===== src/rtl/sme_feeder_if.sv =====
// rtl/sme_feeder_if.sv - character bus between the feeder and the string-matching engine
// Signals:
//   chardata    8  character toward the engine (0 when no strobe is high)
//   isstring    1  string character strobe
//   ispattern   1  pattern character strobe
//   valid       1  engine result strobe
//   match       1  engine match flag, qualified by valid
//   match_index 5  engine match position, qualified by valid
// Modports: master = feeder side, slave = engine side.
`timescale 1ns/1ps
interface sme_feeder_if;
    logic [7:0] chardata;
    logic       isstring;
    logic       ispattern;
    logic       valid;
    logic       match;
    logic [4:0] match_index;

    modport master (
        output chardata,
        output isstring,
        output ispattern,
        input  valid,
        input  match,
        input  match_index
    );

    modport slave (
        input  chardata,
        input  isstring,
        input  ispattern,
        output valid,
        output match,
        output match_index
    );
endinterface


===== src/rtl/sme_feeder.sv =====
// rtl/sme_feeder.sv - buffers one string and up to NPAT patterns and plays them onto the matching engine
// Ports:
//   clk, reset        clock; synchronous active-low reset
//   ld_en/ld_sel/ld_data/ld_last  byte load port (IDLE only); ld_sel 0 = string, 1 = pattern
//   start             begin playback (IDLE only, ignored together with ld_en)
//   busy              high in every state except IDLE
//   res_*             one-cycle result per pattern (match, index, slot, timeout flag)
//   done              pulses with the last result of a run
//   eng               engine character bus (master side)
`timescale 1ns/1ps
module sme_feeder #(
    parameter int STR_MAX = 32,
    parameter int PAT_MAX = 8,
    parameter int NPAT    = 4,
    parameter int TIMEOUT = 255
) (
    input  logic       clk,
    input  logic       reset,
    input  logic       ld_en,
    input  logic       ld_sel,
    input  logic [7:0] ld_data,
    input  logic       ld_last,
    input  logic       start,
    output logic       busy,
    output logic       res_valid,
    output logic       res_match,
    output logic [4:0] res_index,
    output logic [1:0] res_pat,
    output logic       res_timeout,
    output logic       done,
    sme_feeder_if.master eng
);
    localparam int SW  = $clog2(STR_MAX + 1);
    localparam int KW  = $clog2(STR_MAX);
    localparam int PLW = $clog2(PAT_MAX + 1);
    localparam int JW  = $clog2(PAT_MAX);
    localparam int PCW = $clog2(NPAT + 1);
    localparam int PW  = $clog2(NPAT);
    localparam int TW  = $clog2(TIMEOUT + 1);

    typedef enum logic [1:0] {S_IDLE, S_STR, S_PAT, S_WAIT} state_t;

    state_t          state, state_n;
    logic [KW-1:0]   k, k_n;
    logic [JW-1:0]   j, j_n;
    logic [PW-1:0]   p, p_n;
    logic [TW-1:0]   wcnt, wcnt_n;

    logic [SW-1:0]   str_len;
    logic [PCW-1:0]  pat_cnt;
    logic [PLW-1:0]  plen [NPAT];
    logic            str_closed;
    logic [7:0]      str_mem [STR_MAX];
    logic [7:0]      pat_mem [NPAT][PAT_MAX];

    logic [7:0]      cd_n;
    logic            is_n, ip_n, rv_n, rm_n, rt_n, done_n;
    logic [4:0]      ri_n;
    logic [1:0]      rp_n;

    // Load-port decode; loads are accepted only while idle.
    logic            load;
    logic            str_we;
    logic [KW-1:0]   str_wa;
    logic [PW-1:0]   pslot;
    logic            pat_room;
    logic            pat_we;
    logic [JW-1:0]   pat_wa;

    assign load     = ld_en && (state == S_IDLE);
    assign str_we   = load && !ld_sel && (str_closed || (str_len < SW'(STR_MAX)));
    // A byte arriving after the string was closed starts a fresh string at 0.
    assign str_wa   = str_closed ? '0 : str_len[KW-1:0];
    assign pslot    = pat_cnt[PW-1:0];
    assign pat_room = pat_cnt < PCW'(NPAT);
    assign pat_we   = load && ld_sel && pat_room && (plen[pslot] < PLW'(PAT_MAX));
    assign pat_wa   = plen[pslot][JW-1:0];

    logic last_str, last_pat_char, last_pat, timed_out;
    assign last_str      = (SW'(k) + SW'(1)) == str_len;
    assign last_pat_char = (PLW'(j) + PLW'(1)) == plen[p];
    assign last_pat      = (PCW'(p) + PCW'(1)) == pat_cnt;
    // Counter starts at 0 on WAIT entry, so TIMEOUT-1 marks the last waited cycle.
    assign timed_out     = wcnt == TW'(TIMEOUT - 1);

    assign busy = (state != S_IDLE);

    always_ff @(posedge clk) begin
        if (reset) begin
            if (str_we) str_mem[str_wa] <= ld_data;
            if (pat_we) pat_mem[pslot][pat_wa] <= ld_data;
        end
    end

    always_ff @(posedge clk) begin
        if (!reset) begin
            str_len    <= '0;
            pat_cnt    <= '0;
            str_closed <= 1'b1;
            for (int i = 0; i < NPAT; i++) plen[i] <= '0;
        end else if (load) begin
            if (!ld_sel) begin
                if (str_closed) begin
                    // New string invalidates every pattern loaded for the old one.
                    str_len <= SW'(1);
                    pat_cnt <= '0;
                    for (int i = 0; i < NPAT; i++) plen[i] <= '0;
                end else if (str_len < SW'(STR_MAX)) begin
                    str_len <= str_len + 1'b1;
                end
                str_closed <= ld_last;
            end else if (pat_room) begin
                if (plen[pslot] < PLW'(PAT_MAX)) plen[pslot] <= plen[pslot] + 1'b1;
                if (ld_last) pat_cnt <= pat_cnt + 1'b1;
            end
        end
    end

    always_ff @(posedge clk) begin
        if (!reset) begin
            state           <= S_IDLE;
            k               <= '0;
            j               <= '0;
            p               <= '0;
            wcnt            <= '0;
            eng.chardata    <= '0;
            eng.isstring    <= 1'b0;
            eng.ispattern   <= 1'b0;
            res_valid       <= 1'b0;
            res_match       <= 1'b0;
            res_index       <= '0;
            res_pat         <= '0;
            res_timeout     <= 1'b0;
            done            <= 1'b0;
        end else begin
            state           <= state_n;
            k               <= k_n;
            j               <= j_n;
            p               <= p_n;
            wcnt            <= wcnt_n;
            eng.chardata    <= cd_n;
            eng.isstring    <= is_n;
            eng.ispattern   <= ip_n;
            res_valid       <= rv_n;
            res_match       <= rm_n;
            res_index       <= ri_n;
            res_pat         <= rp_n;
            res_timeout     <= rt_n;
            done            <= done_n;
        end
    end

    // The state register names what is on the bus in the current cycle, so every
    // transition also computes the character that the next cycle will carry.
    always_comb begin
        state_n = state;
        k_n     = k;
        j_n     = j;
        p_n     = p;
        wcnt_n  = wcnt;
        cd_n    = '0;
        is_n    = 1'b0;
        ip_n    = 1'b0;
        rv_n    = 1'b0;
        rm_n    = 1'b0;
        ri_n    = '0;
        rp_n    = '0;
        rt_n    = 1'b0;
        done_n  = 1'b0;
        case (state)
            S_IDLE: begin
                if (start && !ld_en && (str_len != '0) && (pat_cnt != '0)) begin
                    state_n = S_STR;
                    k_n     = '0;
                    cd_n    = str_mem[0];
                    is_n    = 1'b1;
                end
            end
            S_STR: begin
                if (last_str) begin
                    state_n = S_PAT;
                    p_n     = '0;
                    j_n     = '0;
                    cd_n    = pat_mem[0][0];
                    ip_n    = 1'b1;
                end else begin
                    k_n  = k + 1'b1;
                    cd_n = str_mem[k_n];
                    is_n = 1'b1;
                end
            end
            S_PAT: begin
                if (last_pat_char) begin
                    state_n = S_WAIT;
                    wcnt_n  = '0;
                end else begin
                    j_n  = j + 1'b1;
                    cd_n = pat_mem[p][j_n];
                    ip_n = 1'b1;
                end
            end
            S_WAIT: begin
                wcnt_n = wcnt + 1'b1;
                if (eng.valid || timed_out) begin
                    rv_n = 1'b1;
                    rm_n = eng.valid && eng.match;
                    ri_n = eng.valid ? eng.match_index : 5'd0;
                    rp_n = 2'(p);
                    rt_n = !eng.valid;
                    if (last_pat) begin
                        state_n = S_IDLE;
                        done_n  = 1'b1;
                    end else begin
                        // Next pattern goes out in the same cycle as this result.
                        state_n = S_PAT;
                        p_n     = p + 1'b1;
                        j_n     = '0;
                        cd_n    = pat_mem[p_n][0];
                        ip_n    = 1'b1;
                    end
                end
            end
            default: state_n = S_IDLE;
        endcase
    end
endmodule


===== src/flat_wrapper.sv =====
// flat-port wrapper written by rule: the top's interface ports become plain ports
module sme_feeder_flat 
#(
    parameter int STR_MAX = 32,
    parameter int PAT_MAX = 8,
    parameter int NPAT    = 4,
    parameter int TIMEOUT = 255
)
  (clk, reset, ld_en, ld_sel, ld_data, ld_last, start, busy, res_valid, res_match, res_index, res_pat, res_timeout, done, eng_chardata, eng_isstring, eng_ispattern, eng_valid, eng_match, eng_match_index);
  sme_feeder_if eng_i ();
  input  logic clk;
  input  logic reset;
  input  logic ld_en;
  input  logic ld_sel;
  input  logic [7:0] ld_data;
  input  logic ld_last;
  input  logic start;
  output logic busy;
  output logic res_valid;
  output logic res_match;
  output logic [4:0] res_index;
  output logic [1:0] res_pat;
  output logic res_timeout;
  output logic done;
  output wire logic [$bits(eng_i.chardata)-1:0] eng_chardata;
  output wire logic [$bits(eng_i.isstring)-1:0] eng_isstring;
  output wire logic [$bits(eng_i.ispattern)-1:0] eng_ispattern;
  input wire logic [$bits(eng_i.valid)-1:0] eng_valid;
  input wire logic [$bits(eng_i.match)-1:0] eng_match;
  input wire logic [$bits(eng_i.match_index)-1:0] eng_match_index;
  assign eng_chardata = eng_i.chardata;
  assign eng_isstring = eng_i.isstring;
  assign eng_ispattern = eng_i.ispattern;
  assign eng_i.valid = eng_valid;
  assign eng_i.match = eng_match;
  assign eng_i.match_index = eng_match_index;
  sme_feeder #(.STR_MAX(STR_MAX), .PAT_MAX(PAT_MAX), .NPAT(NPAT), .TIMEOUT(TIMEOUT)) u_core (.clk(clk), .reset(reset), .ld_en(ld_en), .ld_sel(ld_sel), .ld_data(ld_data), .ld_last(ld_last), .start(start), .busy(busy), .res_valid(res_valid), .res_match(res_match), .res_index(res_index), .res_pat(res_pat), .res_timeout(res_timeout), .done(done), .eng(eng_i));
endmodule

===== config.mk =====
export PLATFORM = sky130hd
export DESIGN_NAME = sme_feeder_flat
export DESIGN_NICKNAME = d
export VERILOG_FILES = /design/src/rtl/sme_feeder_if.sv /design/src/rtl/sme_feeder.sv /design/src/flat_wrapper.sv
export SDC_FILE = /design/constraint.sdc
export NUM_CORES = 1
export LEC_CHECK = 0
export BUFFER_PORTS_ARGS = -buffer_cell sky130_fd_sc_hd__buf_2
export CAP_MARGIN = 40
export CORE_ASPECT_RATIO = 0.8
export CORE_MARGIN = 5
export CORE_UTILIZATION = 30
export CTS_CLUSTER_DIAMETER = 200
export CTS_CLUSTER_SIZE = 20
export DETAILED_ROUTE_END_ITERATION = 10
export RECOVER_POWER = 50
export SYNTH_ARGS = -nofsm -noshare
export SYNTH_HDL_FRONTEND = slang
export SYNTH_SLANG_ARGS = --single-unit

===== constraint.sdc =====
create_clock -name clk -period 2.5 [get_ports clk]
set_clock_uncertainty 0.15 [all_clocks]
set_input_delay 0.125 -clock clk [delete_from_list [all_inputs] [get_ports clk]]
set_output_delay 0.125 -clock clk [all_outputs]
set_load 0.02 [all_outputs]

==> Flow_metrics.wiki, run 1 <==
{| class="wikitable"
! Metric !! Value
|-
| Outcome || complete, but fails checks
|-
| Violated checks || capacitance limit, slew limit
|-
| Transition at the pin with the smallest max-transition slack || between 1.5 and 2 ns
|-
| Area share of the largest cell type after synthesis || 0.673
|-
| Sequential Power Share || 0.624
|-
| Port Buf Inserts || 42
|-
| CTS sink count || 583
|-
| Startpoint type of the worst setup path || flip-flop
|-
| Placed cell count || 2,453
|-
| PD cells || approximately 610 mW/mm²
|-
| Core Area || approximately 0.077 mm²
|-
| Grt total ovfl || 0
|-
| Net count of the mapped netlist || roughly 1,300
|-
| Cell internal power dissipation || 13,600 µW
|-
| Flip-flop and latch area || 0.0170 mm²
|-
| Post-synth EDFFs || 528
|-
| Post-synthesis sequential area ratio || 0.720
|-
| Count of mapped cells out of synthesis || roughly 1,300
|-
| Initial cell density of the core || 0.304
|-
| Setup violation total in the final timing report || 0
|-
| Worst Setup Slack, final || 0.0636 ns
|-
| RSZ-0062 raised after global routing || yes
|-
| Sort of element at the end of the critical path || flip-flop
|-
| Critical hold path startpoint || start
|-
| Number of design rule violations left after detail routing || 0
|-
| Net count reported at finish || 1,537
|-
| Start point of the critical path || u_core.plen[2][3]$_SDFFCE_PN0P_
|-
| Final count of pins violating max slew || between 90 and 100
|-
| Clock transition at the register clock pins on the worst setup and hold paths after CTS || 0.09 ns
|-
| Std cell rows || ~90
|-
| Area occupied by multi-input gates || 0.00633 mm²
|-
| Die Span Y || roughly 260 µm
|-
| Maximum frequency from static timing analysis || 410 MHz
|-
| Top Ports || 43
|-
| Top post-synthesis cells by area || sky130_fd_sc_hd__edfxtp_1 (67%), sky130_fd_sc_hd__mux4_2 (14%), sky130_fd_sc_hd__dfxtp_1 (4.7%)
|-
| Start-to-end type of the worst setup path || flip-flop to flip-flop
|-
| Number of CTS-inserted buffers || 35
|-
| Dpl cell area || 0.0264 mm²
|-
| Switching power summed over all nets || 3530 µW
|-
| Layout overhead on the synthesized area || 18.3%
|-
| Total number of yosys warnings || 0
|-
| Antenna violations before repair || 0
|-
| Startpoint of the lowest-slack register-to-register path || u_core.plen[2][3]$_SDFFCE_PN0P_
|-
| Vias || 12,600
|-
| Final Cycle Share || 0.975
|-
| Sw frac || 0.207
|-
| Critical path data arrival time || 2.56 ns
|-
| Relative contribution of the clock network to total power || 0.349
|-
| Worst Path Max Fanout || 8
|-
| Vias in the first global route || between 10,000 and 15,000
|-
| CTS Root Buffer Type || sky130_fd_sc_hd__clkbuf_16
|-
| Die boundary width || between 300 and 400 µm
|-
| Predominant post-synthesis flop cell || sky130_fd_sc_hd__edfxtp_1
|-
| Post-detailed-routing wire length || 56,000 µm
|-
| Total track usage || 0.129
|-
| Routability-driven placement congestion ratio || 0.812
|-
| Peak VDD IR || 0.538 mV
|-
| Data required time at the worst endpoint || 2.62 ns
|-
| Leakage power || 0.00861 µW
|-
| Dominant cell type by area after synthesis || sky130_fd_sc_hd__edfxtp_1
|-
| Ant. Diodes || 0
|-
| CTS H-tree lvls || 2
|-
| Global-route wire length before repair || 82,500 µm
|-
| Leading cell type by number of instances after synthesis || sky130_fd_sc_hd__edfxtp_1
|-
| Largest net degree at the start of global routing || 65
|-
| Leading post-synthesis cells by instance count || sky130_fd_sc_hd__edfxtp_1 (528), sky130_fd_sc_hd__mux4_2 (145), sky130_fd_sc_hd__nor2_1 (93)
|-
| Async S/R FF share, synth || 0
|-
| Distinct cells, synth || 67
|-
| Count of TritonRoute iterations in the first routing pass || 5
|-
| Final standard cell area without fillers || 0.0279 mm²
|-
| Final period demand of the worst path || ~2.4 ns
|-
| Clock tree from TritonCTS || built
|-
| Routed vias/inst || 4.95
|-
| Per-instance average area after synthesis || 18.4 µm²
|-
| Combinational cell fraction of total power || 0.028
|-
| Max Buffers Root-to-Sink || 3
|-
| Hpwl dp || approximately 37,000 µm
|-
| Setup slack after placement || -0.00351 ns
|-
| Fill cell count || 7,184
|-
| Average wire per standard cell || 22.0 µm
|-
| Worst-skew pair later-pin latency || 0.58 ns
|-
| Layout cell share with drive strength beyond 1 || 0.280
|-
| Antenna violation net count after detailed routing || 0
|-
| Max-cap violations || 2
|-
| Post-synth design cell area || 0.0236 mm²
|-
| Die ar. || ~0.084 mm²
|-
| Post-route non-filler standard cell count || 2,550
|-
| Relative slew slack || -0.0931
|-
| Hold Fails Final Rpt || 0
|-
| Tightest Hold Check Type || input pin to flip-flop
|-
| Number of violations reported at the end of detailed-routing iteration 0 || 1,114
|-
| Synth Register Bits || 583
|}
[registers in the layout, summed over array words and instances (netlist names), named ones only]
name                  cells
u_core.k                  5
u_core.state              2
u_core.pat_mem          256
u_core.eng.ispattern      1
u_core.res_index          5
u_core.pat_cnt            3
u_core.res_valid          1
u_core.eng.chardata       8
u_core.str_closed         1
u_core.j                  3
u_core.res_pat            2
u_core.res_match          1
u_core.str_len            6
u_core.p                  2
u_core.wcnt               8
u_core.res_timeout        1
u_core.plen              16
u_core.eng.isstring       1
u_core.done               1
u_core.str_mem          256
[cell type report]
| cell class | count | area share |
|---|---|---|
| flip-flops and latches | 583 | 0.609 |
| multi-input cells | 617 | 0.227 |
| repair buffers | 251 | 0.0784 |
| well taps | 1023 | 0.0459 |
| clock buffers | 57 | 0.0352 |
| clock inverters | 3 | 0.00251 |
| inverters | 16 | 0.00215 |
[power by group through the flow]
stage / registers [µW] / logic (µW) / clock network, µW
after global placement: 10900 / 433 / 0
after detailed placement: 10900 / 456 / 0
after CTS: 10600 / 481 / 6140
after floorplan: 10900 / 166 / 0
final: 10700 / 471 / 5960
after global routing: 10700 / 513 / 6510
[timing repair]
item | CTS | global route
gates resized for setup | 6 | 32
gates cloned | 0 | 4
hold buffers | 20 | 0
buffers inserted | 0 | 13
endpoints found under the hold margin | 268 | 0
endpoints found under the setup margin | 64 | 205
pin swaps | 0 | 8
[worst paths after layout]
path	to	slack, ns	cells past startpoint
setup reg to reg	u_core.pat_mem[1][27]$_DFFE_PP_	0.06	7
hold / removal	u_core.state[0]$_SDFFE_PN0P_	0.03	6
setup / recovery	u_core.pat_mem[1][27]$_DFFE_PP_	0.06	7
hold reg to reg	u_core.wcnt[7]$_SDFFE_PN0P_	0.33	1
[worst max-delay path: stages, from the launching register on]
cell	delay (ns)
sky130_fd_sc_hd__edfxtp_1	0.41
sky130_fd_sc_hd__mux4_2	0.51
sky130_fd_sc_hd__nor3b_2	0.19
sky130_fd_sc_hd__buf_4	0.17
sky130_fd_sc_hd__nand2_1	0.08
sky130_fd_sc_hd__or2_4	0.31
sky130_fd_sc_hd__nor2_1	0.14
sky130_fd_sc_hd__buf_6	0.17
[through the flow]
stage	total power [µW]	hold WS [ns]	setup TNS, ns	utilization
2_1_floorplan	11000	0.0535	-9.66	-
3_3_place_gp	11300	0.176	0	0.341
3_5_place_dp	11300	0.178	-0.0233	0.341
4_1_cts	17300	0.0298	0	0.358
5_1_grt	17700	0.0766	-0.0136	0.360
6_report	17100	0.0347	0	0.360
[cell families (layout without fill, tap and decap cells)]
kind of cell | Yosys count | count (layout) | share of synthesized area
and+or+nand+nor | 277 | 277 | 0.0559
AOI/OAI and AO/OA | 137 | 137 | 0.0434
xor gates and xnor gates | 23 | 23 | 0.00914
DFF | 583 | 583 | 0.720
adders and majority gates | 12 | 12 | 0.00637
buffers and inverters | 81 | 327 | 0.0162
muxes | 168 | 168 | 0.149
[cell usage in the layout (no fill, tap or decap), types with 19 or more instances in the layout]
master and count:
sky130_fd_sc_hd__clkbuf_1 58, sky130_fd_sc_hd__clkbuf_16 40, sky130_fd_sc_hd__and2_1 19, sky130_fd_sc_hd__dlygate4sd3_1 20, sky130_fd_sc_hd__buf_12 25, sky130_fd_sc_hd__nand2_1 70
sky130_fd_sc_hd__a32oi_1 26, sky130_fd_sc_hd__mux2i_1 19, sky130_fd_sc_hd__dfxtp_1 51, sky130_fd_sc_hd__edfxtp_1 528, sky130_fd_sc_hd__buf_4 132, sky130_fd_sc_hd__mux4_2 146
sky130_fd_sc_hd__o21ai_0 23, sky130_fd_sc_hd__nor2_1 82, sky130_fd_sc_hd__nand3_1 26
[metal layers]
metal,track usage,wire length (µm),part of all wire,vias up
met5,0,0,0,-
met4,0.0294,1030,0.018,0
met3,0.0260,4020,0.072,60
met2,0.193,25200,0.45,384
met1,0.195,25800,0.46,6561
li1,-,-,-,5615
No activity file was read; power rests on OpenSTA's default activity.
==> run 2: changes to the inputs <==
PLACE_DENSITY_LB_ADDON = 0.2   (was unset)
clock period = 2.9 ns   (was 2.5 ns; I/O delays follow)
==> Flow_metrics.wiki, run 2 (synthesized netlist as in run 1, its figures left out) <==
{| class="wikitable"
! Metric !! Value
|-
| Net count reported at finish || 1,472 (was 1,537)
|-
| Vias || 12,500 (was 12,600)
|-
| Peak VDD IR || 0.346 mV (was 0.538 mV)
|-
| Core Area || 0.0774 mm² (unchanged)
|-
| Transition at the pin with the smallest max-transition slack || 2.01 ns (was 1.64 ns)
|-
| Data required time at the worst endpoint || 3.27 ns (was 2.62 ns)
|-
| Port Buf Inserts || 42 (unchanged)
|-
| Fill cell count || 7,283 (was 7,184)
|-
| Startpoint type of the worst setup path || flip-flop (unchanged)
|-
| Post CTS Setup Buffer Count || 0 (unchanged)
|-
| Start-to-end type of the worst setup path || flip-flop to flip-flop (unchanged)
|-
| Die Span Y || 261 µm (unchanged)
|-
| CTS sink count || 583 (unchanged)
|-
| Final period demand of the worst path || 2.78 ns (was 2.44 ns)
|-
| Setup violation total in the final timing report || 0 (unchanged)
|-
| Number of CTS-inserted buffers || 35 (unchanged)
|-
| Total track usage || 0.142 (was 0.129)
|-
| Final standard cell area without fillers || 0.0269 mm² (was 0.0279 mm²)
|-
| PD cells || 543 mW/mm² (was 613 mW/mm²)
|-
| Largest net degree at the start of global routing || 65 (unchanged)
|-
| Number of design rule violations left after detail routing || 0 (unchanged)
|-
| Count of TritonRoute iterations in the first routing pass || 7 (was 5)
|-
| Worst-skew pair later-pin latency || 0.57 ns (was 0.58 ns)
|-
| Setup slack after placement || 0.115 ns (was -0.00351 ns)
|-
| Top Ports || 43 (unchanged)
|-
| Die boundary width || 323 µm (unchanged)
|-
| Most frequent standard cell in the layout excluding fill and tap cells || sky130_fd_sc_hd__edfxtp_1 (unchanged)
|-
| Maximum frequency from static timing analysis || 360 MHz (was 410 MHz)
|-
| Tightest Hold Check Type || input pin to flip-flop (unchanged)
|-
| Max Buffers Root-to-Sink || 3 (unchanged)
|-
| Worst Path Max Fanout || 7 (was 8)
|-
| Clock transition at the register clock pins on the worst setup and hold paths after CTS || 0.09 ns (about the same)
|-
| Critical path data arrival time || 3.15 ns (was 2.56 ns)
|-
| Hpwl dp || 40,400 µm (was 37,100 µm)
|-
| Worst Setup Slack, final || 0.119 ns (was 0.0636 ns)
|-
| Outcome || complete, but fails checks (unchanged)
|-
| Layout cell share with drive strength beyond 1 || 0.230 (was 0.280)
|-
| Die ar. || 0.0843 mm² (unchanged)
|-
| Violated checks || capacitance limit, slew limit (unchanged)
|-
| CTS H-tree lvls || 2 (unchanged)
|-
| Post-detailed-routing wire length || 60,400 µm (was 56,000 µm)
|-
| Layout overhead on the synthesized area || 14.2% (was 18.3%)
|-
| Std cell rows || 91 (unchanged)
|-
| Ant. Diodes || 0 (unchanged)
|-
| RSZ-0062 raised after global routing || no (was yes)
|-
| Average wire per standard cell || 24.4 µm (was 22.0 µm)
|-
| Max-cap violations || 6 (was 2)
|-
| Sort of element at the end of the critical path || flip-flop (unchanged)
|-
| Final Cycle Share || 0.959 (was 0.975)
|-
| Hold Fails Final Rpt || 0 (unchanged)
|-
| Leakage power || 0.00816 µW (was 0.00861 µW)
|-
| Routed vias/inst || 5.06 (was 4.95)
|-
| Routability-driven placement congestion ratio || 0.799 (was 0.812)
|-
| Leading cell types in the layout, fill and taps excluded || sky130_fd_sc_hd__edfxtp_1 (528), sky130_fd_sc_hd__mux4_2 (145), sky130_fd_sc_hd__buf_4 (98) (was sky130_fd_sc_hd__edfxtp_1 (528), sky130_fd_sc_hd__mux4_2 (146), sky130_fd_sc_hd__buf_4 (132))
|-
| Initial cell density of the core || 0.304 (unchanged)
|-
| Vias in the first global route || 12,700 (about the same)
|-
| Antenna violations before repair || 0 (unchanged)
|-
| Final count of pins violating max slew || 197 (was 96)
|-
| Global-route wire length before repair || 88,200 µm (was 82,500 µm)
|-
| Number of violations reported at the end of detailed-routing iteration 0 || 1,054 (was 1,114)
|-
| Grt total ovfl || 0 (unchanged)
|-
| Largest registers || u_core.pat_mem (256), u_core.str_mem (256), u_core.plen (16) (unchanged)
|-
| Total negative setup slack || 0 ns (unchanged)
|-
| Clock tree from TritonCTS || built (unchanged)
|-
| CTS Root Buffer Type || sky130_fd_sc_hd__clkbuf_16 (unchanged)
|-
| Dpl cell area || 0.0259 mm² (was 0.0264 mm²)
|-
| Antenna violation net count after detailed routing || 0 (unchanged)
|-
| Relative slew slack || -0.339 (was -0.0931)
|}
[run 2: changes by cell type in the layout (fill, tap and decap cells not counted), sizes merged]
cell          previous run  this run
dlygate4sd3             20        17
clkinv                   1         2
dlymetal6s2s             0         1
buf                    180       122
clkbuf                 108        91
[run 2: repair_timing]
| item | in CTS | in global routing |
|---|---|---|
| hold buffers | 17 | 0 |
| endpoints found under the hold margin | 90 | 0 |
| endpoints found under the setup margin | 0 | 2 |
| resized for setup | 0 | 2 |
[run 2: path summary, 6_finish.rpt]
kind                           startpoint                             end  slack [ns]  depth (start not counted)
min reg2reg   u_core.wcnt[7]$_SDFFE_PN0P_     u_core.wcnt[7]$_SDFFE_PN0P_        0.33                          1
max          u_core.state[1]$_SDFFE_PN0P_  u_core.str_closed$_SDFFE_PN1P_        0.12                          8
min                                 start    u_core.state[0]$_SDFFE_PN0P_         0.1                          6
max reg2reg  u_core.state[1]$_SDFFE_PN0P_  u_core.str_closed$_SDFFE_PN1P_        0.12                          8
[run 2: metal layers]
| metal | track usage | vias up | wire [µm] |
|---|---|---|---|
| li1 | - | 5473 | - |
| met2 | 0.213 | 321 | 27000 |
| met1 | 0.214 | 6679 | 28900 |
| met3 | 0.0291 | 51 | 3540 |
| met5 | 0 | - | 0 |
| met4 | 0.0305 | 0 | 863 |
[run 2: power by group]
| part | internal [µW] | switching (µW) | total [µW] |
|---|---|---|---|
| Combinational | 104 | 273 | 377 |
| Sequential | 9170 | 21.3 | 9190 |
| Clock | 2270 | 2770 | 5030 |
| Total | 11500 | 3060 | 14600 |
[run 2: critical path: stages (launching register included)]
cell                            delay (ns)
sky130_fd_sc_hd__dfxtp_1              0.33
sky130_fd_sc_hd__nor2_1               0.25
sky130_fd_sc_hd__inv_1                0.16
sky130_fd_sc_hd__nor3b_1              0.34
sky130_fd_sc_hd__buf_4                0.23
sky130_fd_sc_hd__nand2_1              0.06
sky130_fd_sc_hd__dlygate4sd3_1        0.57
sky130_fd_sc_hd__nand3_1              0.09
sky130_fd_sc_hd__dlygate4sd3_1        0.55
[run 2: area by class of cell]
| cell class | instances | area, µm² | share of cell area |
|---|---|---|---|
| sequential | 583 | 17000 | 0.631 |
| multi-input combinational | 617 | 6240 | 0.232 |
| timing repair buffer | 186 | 1370 | 0.0508 |
| tap | 1023 | 1280 | 0.0476 |
| clock buffer | 45 | 913 | 0.0339 |
| clock inverter | 4 | 75.1 | 0.00279 |
| inverter | 16 | 60.1 | 0.00223 |
[run 2: stage by stage]
| step | utilization | total power [µW] | cells | hold slack [ns] |
|---|---|---|---|---|
| 2_1_floorplan | - | 9520 | 1281 | 0.0735 |
| 3_3_place_gp | 0.334 | 9750 | 2406 | 0.199 |
| 3_5_place_dp | 0.334 | 9760 | 2408 | 0.204 |
| 4_1_cts | 0.349 | 14800 | 2474 | 0.0170 |
| 5_1_grt | 0.348 | 15100 | 2474 | 0.102 |
| 6_report | 0.348 | 14600 | 2474 | 0.0952 |
